`config.mk`:
```
export PLATFORM = sky130hd
export DESIGN_NAME = preemption_timer_flat
export DESIGN_NICKNAME = d
export VERILOG_FILES = /design/src/rtl/preemption_timer_if.sv /design/src/rtl/preemption_timer.sv /design/src/flat_wrapper.sv
export SDC_FILE = /design/constraint.sdc
export NUM_CORES = 1
export LEC_CHECK = 0
export CORE_AREA = 10 10 78 80
export CTS_CLUSTER_SIZE = 24
export DETAILED_ROUTE_END_ITERATION = 8
export DIE_AREA = 0 0 88 90
export GPL_ROUTABILITY_DRIVEN = 0
export PLACE_DENSITY = 0.78
export SLEW_MARGIN = 20
export SYNTH_ARGS = -nofsm -noshare
export SYNTH_HDL_FRONTEND = slang
export SYNTH_SLANG_ARGS = --single-unit
```
`constraint.sdc`:
```
create_clock -name Clock -period 2.8 [get_ports Clock]
set_clock_uncertainty 0.15 [all_clocks]
set_input_delay 0.56 -clock Clock [delete_from_list [all_inputs] [get_ports Clock]]
set_output_delay 0.56 -clock Clock [all_outputs]
set_load 0.1 [all_outputs]
```
`src/rtl/preemption_timer_if.sv`:
```
// Bus between the CPU core (master) and the quantum/preemption timer (slave).
// Handshake: the core presents SetQuantum/Halt/AckInterruption as single-cycle
// strobes qualified by the current PC/NextPC; the timer answers with registered
// one-cycle pulses IntClk/IntHalt plus level outputs Cause/SavedPC/Armed/Remaining.
// There is no back-pressure: every strobe is consumed on the edge it is sampled.
interface preemption_timer_if #(
  parameter int QW = 16
);
  logic          SetQuantum;
  logic [QW-1:0] Quantum;
  logic          Halt;
  logic [10:0]   PC;
  logic [10:0]   NextPC;
  logic          AckInterruption;
  logic          IntClk;
  logic          IntHalt;
  logic [1:0]    Cause;
  logic [10:0]   SavedPC;
  logic          Armed;
  logic [QW-1:0] Remaining;
  logic [1:0]    state_dbg;

  modport master (
    output SetQuantum, Quantum, Halt, PC, NextPC, AckInterruption,
    input  IntClk, IntHalt, Cause, SavedPC, Armed, Remaining, state_dbg
  );

  modport slave (
    input  SetQuantum, Quantum, Halt, PC, NextPC, AckInterruption,
    output IntClk, IntHalt, Cause, SavedPC, Armed, Remaining, state_dbg
  );
endinterface

```
`src/rtl/preemption_timer.sv`:
```
// Quantum timer for time-sharing: counts user-mode cycles, raises a preemption
// pulse on expiry or a halt-trap pulse when user code executes HALT.
module preemption_timer #(
  parameter logic [10:0] KERNEL_END = 11'd256,
  parameter int          QW         = 16
) (
  input  logic                  Clock,
  input  logic                  Reset,
  preemption_timer_if.slave     bus
);

  typedef enum logic [1:0] {
    IDLE  = 2'd0,
    COUNT = 2'd1,
    HOLD  = 2'd2
  } state_t;

  localparam logic [1:0] CAUSE_NONE    = 2'd0;
  localparam logic [1:0] CAUSE_QUANTUM = 2'd1;
  localparam logic [1:0] CAUSE_HALT    = 2'd2;

  state_t        state_q, state_d;
  logic [QW-1:0] remaining_q, remaining_d;
  logic          int_clk_q, int_clk_d;
  logic          int_halt_q, int_halt_d;
  logic [1:0]    cause_q, cause_d;
  logic [10:0]   saved_pc_q, saved_pc_d;
  logic          armed_q, armed_d;

  logic user;
  logic trap;
  logic fire;

  // Kernel code is never charged and never trapped.
  assign user = (bus.PC >= KERNEL_END);
  assign trap = bus.Halt && user;

  // Next-state: trap, then reload, then count/expiry; Ack only clears Cause
  // when nothing new is being latched this cycle.
  always_comb begin
    state_d     = state_q;
    remaining_d = remaining_q;
    int_clk_d   = 1'b0;
    int_halt_d  = 1'b0;
    cause_d     = bus.AckInterruption ? CAUSE_NONE : cause_q;
    saved_pc_d  = saved_pc_q;
    fire        = 1'b0;

    if (trap) begin
      int_halt_d  = 1'b1;
      cause_d     = CAUSE_HALT;
      state_d     = IDLE;
      remaining_d = '0;
    end else if (bus.SetQuantum) begin
      if (bus.Quantum != '0) begin
        remaining_d = bus.Quantum;
        state_d     = COUNT;
      end else begin
        remaining_d = '0;
        state_d     = IDLE;
      end
    end else begin
      unique case (state_q)
        COUNT: begin
          if (user) begin
            if (remaining_q > QW'(1)) begin
              remaining_d = remaining_q - QW'(1);
            end else if (remaining_q == '0) begin
              // Defensive: a zero count never lingers in COUNT.
              state_d = IDLE;
            end else if (cause_q == CAUSE_NONE) begin
              fire = 1'b1;
            end else begin
              // Previous interruption not yet acknowledged: defer expiry.
              state_d = HOLD;
            end
          end
        end
        HOLD: begin
          if (user && (cause_q == CAUSE_NONE)) begin
            fire = 1'b1;
          end
        end
        default: ;
      endcase

      if (fire) begin
        int_clk_d   = 1'b1;
        cause_d     = CAUSE_QUANTUM;
        saved_pc_d  = bus.NextPC;
        state_d     = IDLE;
        remaining_d = '0;
      end
    end

    armed_d = (state_d != IDLE);
  end

  // State and registered outputs; synchronous reset drops any pulse in flight.
  always_ff @(posedge Clock) begin
    if (Reset) begin
      state_q     <= IDLE;
      remaining_q <= '0;
      int_clk_q   <= 1'b0;
      int_halt_q  <= 1'b0;
      cause_q     <= CAUSE_NONE;
      saved_pc_q  <= '0;
      armed_q     <= 1'b0;
    end else begin
      state_q     <= state_d;
      remaining_q <= remaining_d;
      int_clk_q   <= int_clk_d;
      int_halt_q  <= int_halt_d;
      cause_q     <= cause_d;
      saved_pc_q  <= saved_pc_d;
      armed_q     <= armed_d;
    end
  end

  assign bus.IntClk    = int_clk_q;
  assign bus.IntHalt   = int_halt_q;
  assign bus.Cause     = cause_q;
  assign bus.SavedPC   = saved_pc_q;
  assign bus.Armed     = armed_q;
  assign bus.Remaining = remaining_q;
  assign bus.state_dbg = state_q;

endmodule

```
`src/flat_wrapper.sv`:
```
// flat-port wrapper written by rule: the top's interface ports become plain ports
module preemption_timer_flat 
#(
  parameter logic [10:0] KERNEL_END = 11'd256,
  parameter int          QW         = 16
)
  (Clock, Reset, bus_SetQuantum, bus_Quantum, bus_Halt, bus_PC, bus_NextPC, bus_AckInterruption, bus_IntClk, bus_IntHalt, bus_Cause, bus_SavedPC, bus_Armed, bus_Remaining, bus_state_dbg);
  preemption_timer_if #(.QW(QW)) bus_i ();
  input  logic Clock;
  input  logic Reset;
  input wire logic [$bits(bus_i.SetQuantum)-1:0] bus_SetQuantum;
  input wire logic [$bits(bus_i.Quantum)-1:0] bus_Quantum;
  input wire logic [$bits(bus_i.Halt)-1:0] bus_Halt;
  input wire logic [$bits(bus_i.PC)-1:0] bus_PC;
  input wire logic [$bits(bus_i.NextPC)-1:0] bus_NextPC;
  input wire logic [$bits(bus_i.AckInterruption)-1:0] bus_AckInterruption;
  output wire logic [$bits(bus_i.IntClk)-1:0] bus_IntClk;
  output wire logic [$bits(bus_i.IntHalt)-1:0] bus_IntHalt;
  output wire logic [$bits(bus_i.Cause)-1:0] bus_Cause;
  output wire logic [$bits(bus_i.SavedPC)-1:0] bus_SavedPC;
  output wire logic [$bits(bus_i.Armed)-1:0] bus_Armed;
  output wire logic [$bits(bus_i.Remaining)-1:0] bus_Remaining;
  output wire logic [$bits(bus_i.state_dbg)-1:0] bus_state_dbg;
  assign bus_i.SetQuantum = bus_SetQuantum;
  assign bus_i.Quantum = bus_Quantum;
  assign bus_i.Halt = bus_Halt;
  assign bus_i.PC = bus_PC;
  assign bus_i.NextPC = bus_NextPC;
  assign bus_i.AckInterruption = bus_AckInterruption;
  assign bus_IntClk = bus_i.IntClk;
  assign bus_IntHalt = bus_i.IntHalt;
  assign bus_Cause = bus_i.Cause;
  assign bus_SavedPC = bus_i.SavedPC;
  assign bus_Armed = bus_i.Armed;
  assign bus_Remaining = bus_i.Remaining;
  assign bus_state_dbg = bus_i.state_dbg;
  preemption_timer #(.KERNEL_END(KERNEL_END), .QW(QW)) u_core (.Clock(Clock), .Reset(Reset), .bus(bus_i));
endmodule
```
==> results.toml, run 1 <==
[detailed_routing]
drc_errors = 0
detail-route-antenna-nets = 0
wire_per_inst_um = 16.7
vias = 2050
viasPerCell = 5.73
routed_wl_um = 5990
drt-initial-drc-count = 213
dr.pass1.iters = 4

[final_layout]
fill_cells = 409
area_growth_pct = 42.8
fin_nets = 351
drive_gt1_share_pct = 23.4
final_cell_mix = "buf_4, clkdlybuf4s50_1, nor2_1, dfxtp_1, a21oi_1"
antennaDiodeCount = 0
final_common_cell = "buf_4"

[die]
rows = 25
fp.dieW_um = 88
start_util_pct = 41.4
io_pins = 77
die_h_um = 90
die-area_sq_um = 7920
core-area_sq_um = 4600

[sta]
final_max_slew_viol_count = 0
fin_crit_ns = 2.44
hold_viol = 0
fin_hold_ws_ns = 0.352
tightest_slew_ns = 0.623
timing.final.crit_share_pct = 87.0
setup_viol = 0
rsz0062_at_grt = "false"
slew_headroom_pct = 58.4
setup_tns_ns = 0
finalWorstSetupSlack_ns = 0.363
clock.fmax_mhz = 410

[cts]
cts_root_buf = "clkbuf_8"
cts_buffers = 5
cts-hold-fix-buffers = 0
insertion_delay_ns = 0.29
cts.sinks = 34
cts_setup_buffers = 0
clock_path_buffers = 2
cts-htree-levels = 2
cts_tree = "yes"
cts_resized = 0
path_clk_slew_ns = 0.08

[placement]
hpwl_um = 4740
io_buffer_count = 68
place_ws_ns = 0.169

[synthesis]
synth-seq-cells = 34
synth_edf_count = 0
yosys_warnings = 0
syn_inst = 225
synth.avg_cell_area_sq_um = 8.47
async_flop_share_pct = 0
ys_seq_area_share_pct = 35.7
synth_cell_type_count = 49
synth_fp_nets = 273
ys.flop_type = "dfxtp_1"
netlist_area_sq_um = 1910

[worst_setup_path]
start_kind = "flip-flop"
crit_family = "simple AND/OR/NAND/NOR gates"
critPathMaxStageDelay_ns = 0.51
slowest_stage = "or3b_2"
worstPathMaxFanout = 6
critPathKind = "flip-flop to flip-flop"
worstPathRequired_ns = 2.83
worstPathArrival_ns = 2.47
crit_chain = "inv_1, ha_1, or3b_2, nor4_2, and3b_1, nand3_1, a32oi_1, nor2_1"
cp-end-kind = "flip-flop"
cp_num_buf_inv = 1

[hold_path]
hold_class = "flip-flop to flip-flop"

[grt]
grt_pass1_wl_um = 9720
grt_pass1_vias = 2054
grt_max_degree = 16
grt.total_usage_pct = 14.7
antenna_found_initial = 0
grt_overflow = 0

[power]
cellLeakagePower_nw = 1.20
ir_drop_mv = 0.301
p_per_area_nw_per_um2 = 564
finalPower_w = 0.00154

[flow_run]
drv_cap = 0

[run_status]
outcome = "finished clean"
-- synthesized netlist by cell type, drive strengths merged, types with 3 or more instances --
cell,count,area (sq um)
a211oi,3,22.5
a21o,3,22.5
a21oi,15,75.1
a22oi,6,45.0
a32oi,3,26.3
and2,3,18.8
buf,6,46.3
clkbuf,4,15.0
dfxtp,34,681
ha,5,62.6
inv,6,22.5
mux2i,11,110
nand2,14,52.6
nand2b,5,31.3
nand3,10,50.1
nor2,33,140
nor3,15,80.1
nor4,10,81.3
o211ai,3,22.5
o21ai,9,45.0
-- cell type report --
type | count | area, sq um | share of cell area (%)
clock buffers | 5 | 68.8 | 2.53
well taps | 54 | 67.6 | 2.48
inverters | 6 | 22.5 | 0.828
repair buffers | 81 | 693 | 25.5
flip-flops and latches | 34 | 683 | 25.1
clock inverters | 3 | 45.0 | 1.66
multi-input cells | 175 | 1140 | 41.9
-- worst register-to-register path: stages, from the launching register on --
cell     delay (ns)
dfxtp_2        0.36
inv_1          0.10
ha_1           0.25
or3b_2         0.51
nor4_2         0.33
and3b_1        0.29
nand3_1        0.09
a32oi_1        0.20
nor2_1         0.06
-- state kept, by name, indices dropped and copies added (netlist names) --
| register | count |
|---|---|
| u_core.bus.IntClk | 1 |
| u_core.bus.IntHalt | 1 |
| u_core.bus.state_dbg | 2 |
| u_core.bus.Armed | 1 |
| u_core.bus.Cause | 2 |
| u_core.bus.SavedPC | 11 |
| u_core.bus.Remaining | 16 |
-- per-layer routing --
| metal | GRT usage [%] | vias up | part of all wire, % |
|---|---|---|---|
| li1 | - | 985 | - |
| met1 | 17.0 | 948 | 38 |
| met2 | 23.7 | 110 | 47 |
| met3 | 6.95 | 7 | 14 |
| met4 | 3.32 | 0 | 0.97 |
| met5 | 0 | - | 0 |
-- kinds of logic (layout without fill, tap and decap cells) --
family          Yosys count  count (layout)  synth area share (%)
compound gates           54              54                  20.6
mux                      12              12                  6.37
fa+ha+maj                 5               5                  3.28
buf+inv                  16              95                  4.40
flops                    34              34                  35.7
simple gates            104             104                  29.7
-- final timing paths --
check | start | end | slack, ns | cells past startpoint
hold / removal | u_core.bus.SavedPC[3]$_SDFFE_PP0P_ | u_core.bus.SavedPC[3]$_SDFFE_PP0P_ | 0.35 | 2
setup / recovery | u_core.bus.Remaining[1]$_SDFFE_PP0P_ | u_core.bus.Remaining[14]$_SDFFE_PP0P_ | 0.36 | 8
hold reg to reg | u_core.bus.SavedPC[3]$_SDFFE_PP0P_ | u_core.bus.SavedPC[3]$_SDFFE_PP0P_ | 0.35 | 2
setup reg to reg | u_core.bus.Remaining[1]$_SDFFE_PP0P_ | u_core.bus.Remaining[14]$_SDFFE_PP0P_ | 0.36 | 8
-- power breakdown --
part,switching (W),internal [W]
combinational,0.000341,0.000198
sequential,0.0000315,0.000504
clock,0.000196,0.000265
total,0.000569,0.000967
-- through the flow --
step	util (%)	std cells	cell area [sq um]
6_report	59.2	358	2720
5_1_grt	59.2	358	2720
4_1_cts	59.2	358	2720
3_5_place_dp	56.7	350	2610
3_3_place_gp	56.7	350	2610
2_1_floorplan	-	225	1910
(Power assumes the default switching activity.)
==> run 2, diff against run 1 <==
--- a/config.mk
+++ b/config.mk
@@ -5,10 +5,11 @@
 export SDC_FILE = /design/constraint.sdc
 export NUM_CORES = 1
 export LEC_CHECK = 0
-export CORE_AREA = 10 10 78 80
+export ABC_AREA = 1
+export CORE_AREA = 2 2 75 77
 export CTS_CLUSTER_SIZE = 24
 export DETAILED_ROUTE_END_ITERATION = 8
-export DIE_AREA = 0 0 88 90
+export DIE_AREA = 0 0 77 79
 export GPL_ROUTABILITY_DRIVEN = 0
 export PLACE_DENSITY = 0.78
 export SLEW_MARGIN = 20
==> results.toml, run 2 <==
[run_status]
outcome = "finished clean"

[detailed_routing]
vias = 2563
viasPerCell = 4.79
drt-initial-drc-count = 166
detail-route-antenna-nets = 0
wire_per_inst_um = 11.2
dr.pass1.iters = 7
routed_wl_um = 5990
drc_errors = 0

[final_layout]
drive_gt1_share_pct = 16.0
final_cell_mix = "nand2_1, nor2_1, inv_1"
fin_nets = 510
area_growth_pct = 34.4
fin_area_sq_um = 3120
largest_reg_flops = 16
antennaDiodeCount = 0
final_common_cell = "nand2_1"

[placement]
io_buffer_count = 68
placed_area_sq_um = 2980
hpwl_um = 4420

[synthesis]
synthXorXnorAreaFrac_pct = 2.26
synthMuxAreaShare_pct = 0
synth_fa_ha_area_share_pct = 2.70
yosysMostFrequentCell = "nand2_1"
netlist_area_sq_um = 2320
async_flop_share_pct = 0
synth_edf_count = 0
ys.flop_type = "dfxtp_1"
synth.avg_cell_area_sq_um = 5.89
yosysTopAreaCell = "dfxtp_1"
synth_area_leaders = "dfxtp_1, nand2_1, nor2_1"
synth_top_family_by_area = "simple AND/OR/NAND/NOR gates"
synth-seq-cells = 34
synth_compound_area_share_pct = 1.08
synth_top_area_share_pct = 29.3
ys_top_cells_by_count = "nand2_1, nor2_1, inv_1, dfxtp_1, nand3_1"
synth_cell_type_count = 26
syn_inst = 394
synth_fp_nets = 442
ys_seq_area_share_pct = 29.3
yosys.area_share.simple_pct = 51.1
yosys_warnings = 0

[sta]
hold_viol = 0
tightest_slew_ns = 0.585
clock.fmax_mhz = 458
final_max_slew_viol_count = 0
setup_viol = 0
slew_headroom_pct = 61.0
rsz0062_at_grt = "false"
setup_tns_ns = 0
fin_crit_ns = 2.18
timing.final.crit_share_pct = 78.0

[die]
die-area_sq_um = 6080
start_util_pct = 43.5
die_h_um = 79
io_pins = 77
core-area_sq_um = 5340
rows = 27
fp.dieW_um = 77

[power]
seqPwrFrac_pct = 33.1
p_int_w = 0.00102
p_comb_share_pct = 30.9
p_per_area_nw_per_um2 = 504
clkPwrFrac_pct = 36.1
cellLeakagePower_nw = 1.69
switching_share_pct = 35.2
switchingPower_w = 0.000553
ir_drop_mv = 0.229

[cts]
cts_buffers = 5
cts.sinks = 34
cts-hold-fix-buffers = 0
cts_tree = "yes"
cts_root_buf = "clkbuf_8"
insertion_delay_ns = 0.30
clock_path_buffers = 2
path_clk_slew_ns = 0.08
cts-htree-levels = 2
cts_resized = 0
cts_setup_buffers = 0

[grt]
grt.total_usage_pct = 20.8
grt_overflow = 0
grt_max_degree = 33
grt_pass1_wl_um = 10400
grt_pass1_vias = 2406
antenna_found_initial = 0

[flow_run]
drv_cap = 0

[worst_setup_path]
worstPathArrival_ns = 2.23
crit_family = "buffers and inverters"
critPathKind = "primary input to flip-flop"
r2r_slack_ns = 0.63
path_common_cell = "nor2_1"
critPathMaxStageDelay_ns = 0.38
slowest_stage = "clkdlybuf4s50_1"
worstPathRequired_ns = 2.85
cp-end-kind = "flip-flop"
start_kind = "primary input"
cp_num_buf_inv = 4
crit_chain = "clkdlybuf4s50_1, or2_1, nor2_4, nor2_1, inv_1, nor2_1, buf_4, inv_2, nand4_1, nand2_1, nor2_2"
worstPathMaxFanout = 16

[hold_path]
hold_class = "flip-flop to flip-flop"
-- run 2: cell types whose count changed after synthesis, sizes merged, moves of 11 or more --
cell   before  now
nand2      14  135
nor2       33   87
nor3       15    2
mux2i      11    0
a21oi      15    4
nand4       2   19
nand3      10   24
inv         6   60
-- run 2: worst reg2reg max path, stage by stage (launching register included) --
cell and delay (ns):
dfxtp_1 0.40, inv_1 0.12, ha_1 0.25, nor2_1 0.11, nor2_1 0.05, nand2_1 0.11
nor2_4 0.07, nand2_2 0.07, nand2_4 0.07, nand2_4 0.06, buf_4 0.30, nand3_1 0.15
nand2_1 0.09, inv_1 0.04, nor2_2 0.08
-- run 2: routing by layer --
metal | track usage (%) | vias up | wire [um]
li1 | - | 1331 | -
met1 | 26.7 | 1109 | 2660
met2 | 35.0 | 107 | 2750
met3 | 4.32 | 16 | 484
met4 | 7.14 | 0 | 97
met5 | 0 | - | 0
-- run 2: layout make-up --
type,count,area [sq um]
tap,72,90.1
clock buffer,5,68.8
timing repair buffer,75,661
clock inverter,3,68.8
sequential,34,681
inverter,60,225
fill,540,2220
multi-input combinational,286,1330
-- run 2: path summary, 6_finish.rpt --
check,to,depth (start not counted),from
worst min-delay path,u_core.bus.Cause[1]$_SDFF_PP0_,2,u_core.bus.Cause[1]$_SDFF_PP0_
worst max register to register,u_core.bus.Remaining[7]$_SDFFE_PP0P_,14,u_core.bus.Remaining[0]$_SDFFE_PP0P_
worst max-delay path,u_core.bus.Remaining[3]$_SDFFE_PP0P_,11,bus_PC[10]
worst min register to register,u_core.bus.Cause[1]$_SDFF_PP0_,2,u_core.bus.Cause[1]$_SDFF_PP0_
-- run 2: cells by family after synthesis --
kind of cell	Yosys count
adder cells (fa/ha/maj)	5
XOR/XNOR	6
AND/OR/NAND/NOR	270
flip-flops	34
AO/OA/AOI/OAI	5
buffers and inverters	74
-- run 2: per-stage QoR --
stage               hold WS (ns)  worst slack [ns]  utilization [%]  power (W)  cells
floorplan                  0.479             0.131                -   0.000879    394
global placement           0.320             0.344             55.9    0.00101    527
detailed placement         0.321             0.306             55.9    0.00101    527
CTS                        0.344             0.620             58.4    0.00158    535
global route               0.375             0.391             58.4    0.00165    535
finish                     0.340             0.616             58.4    0.00157    535
-- run 2: power by group through the flow --
stage	logic, W	clock network [W]	registers (W)
2_1_floorplan	0.000229	0	0.000650
3_3_place_gp	0.000475	0	0.000531
3_5_place_dp	0.000481	0	0.000531
4_1_cts	0.000483	0.000578	0.000520
5_1_grt	0.000532	0.000596	0.000523
6_report	0.000485	0.000567	0.000520
==> run 3, diff against run 2 <==
==> constraint.sdc (replaced) <==
create_clock -name Clock -period 2.1 [get_ports Clock]
set_clock_uncertainty 0.15 [all_clocks]
set_input_delay 0.42 -clock Clock [delete_from_list [all_inputs] [get_ports Clock]]
set_output_delay 0.42 -clock Clock [all_outputs]
set_load 0.1 [all_outputs]
==> results.toml, run 3 (synthesis gave the netlist of run 2 again) <==
[worst_setup_path]
worstPathMaxFanout = 10
worstPathRequired_ns = 2.16
crit_path_start = "u_core.bus.Remaining[0]$_SDFFE_PP0P_"
worstPathArrival_ns = 2.05
r2r-start = "u_core.bus.Remaining[0]$_SDFFE_PP0P_"
cp-end-kind = "flip-flop"
critPathKind = "flip-flop to flip-flop"
start_kind = "flip-flop"
r2r_cells = 14

[grt]
grt.total_usage_pct = 20.5
antenna_found_initial = 0
grt_pass1_wl_um = 10100
grt_overflow = 0
grt_max_degree = 23
grt_pass1_vias = 2274

[final_layout]
fill_cells = 512
final_common_cell = "nand2_1"
antennaDiodeCount = 0
drive_gt1_share_pct = 21.9
final_cell_mix = "nand2_1, nor2_1, inv_1"
finish.utilization_pct = 62.0
fin_area_sq_um = 3310
largest_reg_flops = 16
fin_nets = 518
area_growth_pct = 42.6

[sta]
setup_viol = 0
hold_viol = 0
rsz0062_at_grt = "true"
timing.final.crit_share_pct = 94.6
fin_crit_ns = 1.99
clock.fmax_mhz = 503
tightest_slew_ns = 0.356
fin_hold_ws_ns = 0.363
slew_headroom_pct = 76.2
final_max_slew_viol_count = 0

[flow_run]
drv_cap = 0

[cts]
cts_buffers = 5
cts-htree-levels = 2
cts.sinks = 34
clock_path_buffers = 2
cts_tree = "yes"
cts-hold-fix-buffers = 0
insertion_delay_ns = 0.29
path_clk_slew_ns = 0.08
cts_resized = 0
cts_setup_buffers = 0
cts_root_buf = "clkbuf_8"

[placement]
placed_area_sq_um = 3160
io_buffer_count = 68
hpwl_um = 4790

[die]
die_h_um = 79
die-area_sq_um = 6080
start_util_pct = 43.5
fp.dieW_um = 77
rows = 27
core-area_sq_um = 5340
io_pins = 77

[run_status]
outcome = "finished clean"

[hold_path]
holdPathStages = 2
min_from = "u_core.bus.Cause[1]$_SDFF_PP0_"
hold_class = "flip-flop to flip-flop"

[detailed_routing]
viasPerCell = 4.78
drt-initial-drc-count = 196
drc_errors = 0
routed_wl_um = 6240
dr.pass1.iters = 4
detail-route-antenna-nets = 0
vias = 2594
wire_per_inst_um = 11.5

[power]
ir_drop_mv = 0.402
cellLeakagePower_nw = 1.74
finalPower_w = 0.00201
p_per_area_nw_per_um2 = 607
run 3: cell types whose count changed in the layout (fill, tap and decap cells not counted), moves of 3 or more:
cell | before | now
dfxtp_2 | 0 | 15
dfxtp_1 | 34 | 16
buf_12 | 1 | 9
dfxtp_4 | 0 | 3
run 3: layout make-up:
type | count | area [sq um] | share of cell area [%]
multi-input combinational | 287 | 1360 | 41.0
timing repair buffer | 82 | 813 | 24.6
sequential | 34 | 711 | 21.5
inverter | 60 | 225 | 6.81
tap | 72 | 90.1 | 2.72
clock buffer | 5 | 68.8 | 2.08
clock inverter | 3 | 43.8 | 1.32
run 3: metal layers:
metal,up-vias,wire length [um],track usage (%)
met5,-,0,0
met4,0,112,6.79
met3,10,359,3.86
met2,80,3040,34.9
met1,1156,2730,26.1
li1,1348,-,-
run 3: per-stage QoR:
| step | setup slack (ns) | TNS [ns] | cells |
|---|---|---|---|
| global placement | -0.0641 | -0.921 | 534 |
| CTS | 0.0275 | 0 | 542 |
| global route | -0.0234 | -0.0568 | 543 |
| finish | 0.113 | 0 | 543 |
| floorplan | 0.0158 | 0 | 394 |
| detailed placement | -0.118 | -2.13 | 534 |
run 3: path summary, 6_finish.rpt:
check / slack (ns) / to
max: 0.11 / u_core.bus.Remaining[11]$_SDFFE_PP0P_
max reg2reg: 0.11 / u_core.bus.Remaining[11]$_SDFFE_PP0P_
min reg2reg: 0.36 / u_core.bus.Cause[1]$_SDFF_PP0_
min: 0.36 / u_core.bus.Cause[1]$_SDFF_PP0_
run 3: worst max-delay path, cell delays in order, from the launching register on:
cell and delay [ns]:
dfxtp_4 0.36, inv_1 0.12, buf_4 0.14, ha_1 0.14, nand2_1 0.05, nor2_1 0.15
nor2_1 0.07, nand2_2 0.09, nand2_4 0.08, nand2_4 0.10, buf_4 0.18, nand3_1 0.08
nand2_1 0.06, inv_1 0.04, nor2_1 0.12
run 3: report_power, final:
part | switching (W) | internal, W | leakage [nW]
logic | 0.000439 | 0.000245 | 1.40
clock network | 0.000271 | 0.000354 | 0.0547
registers | 0.0000313 | 0.000669 | 0.285
total | 0.000742 | 0.00127 | 1.74
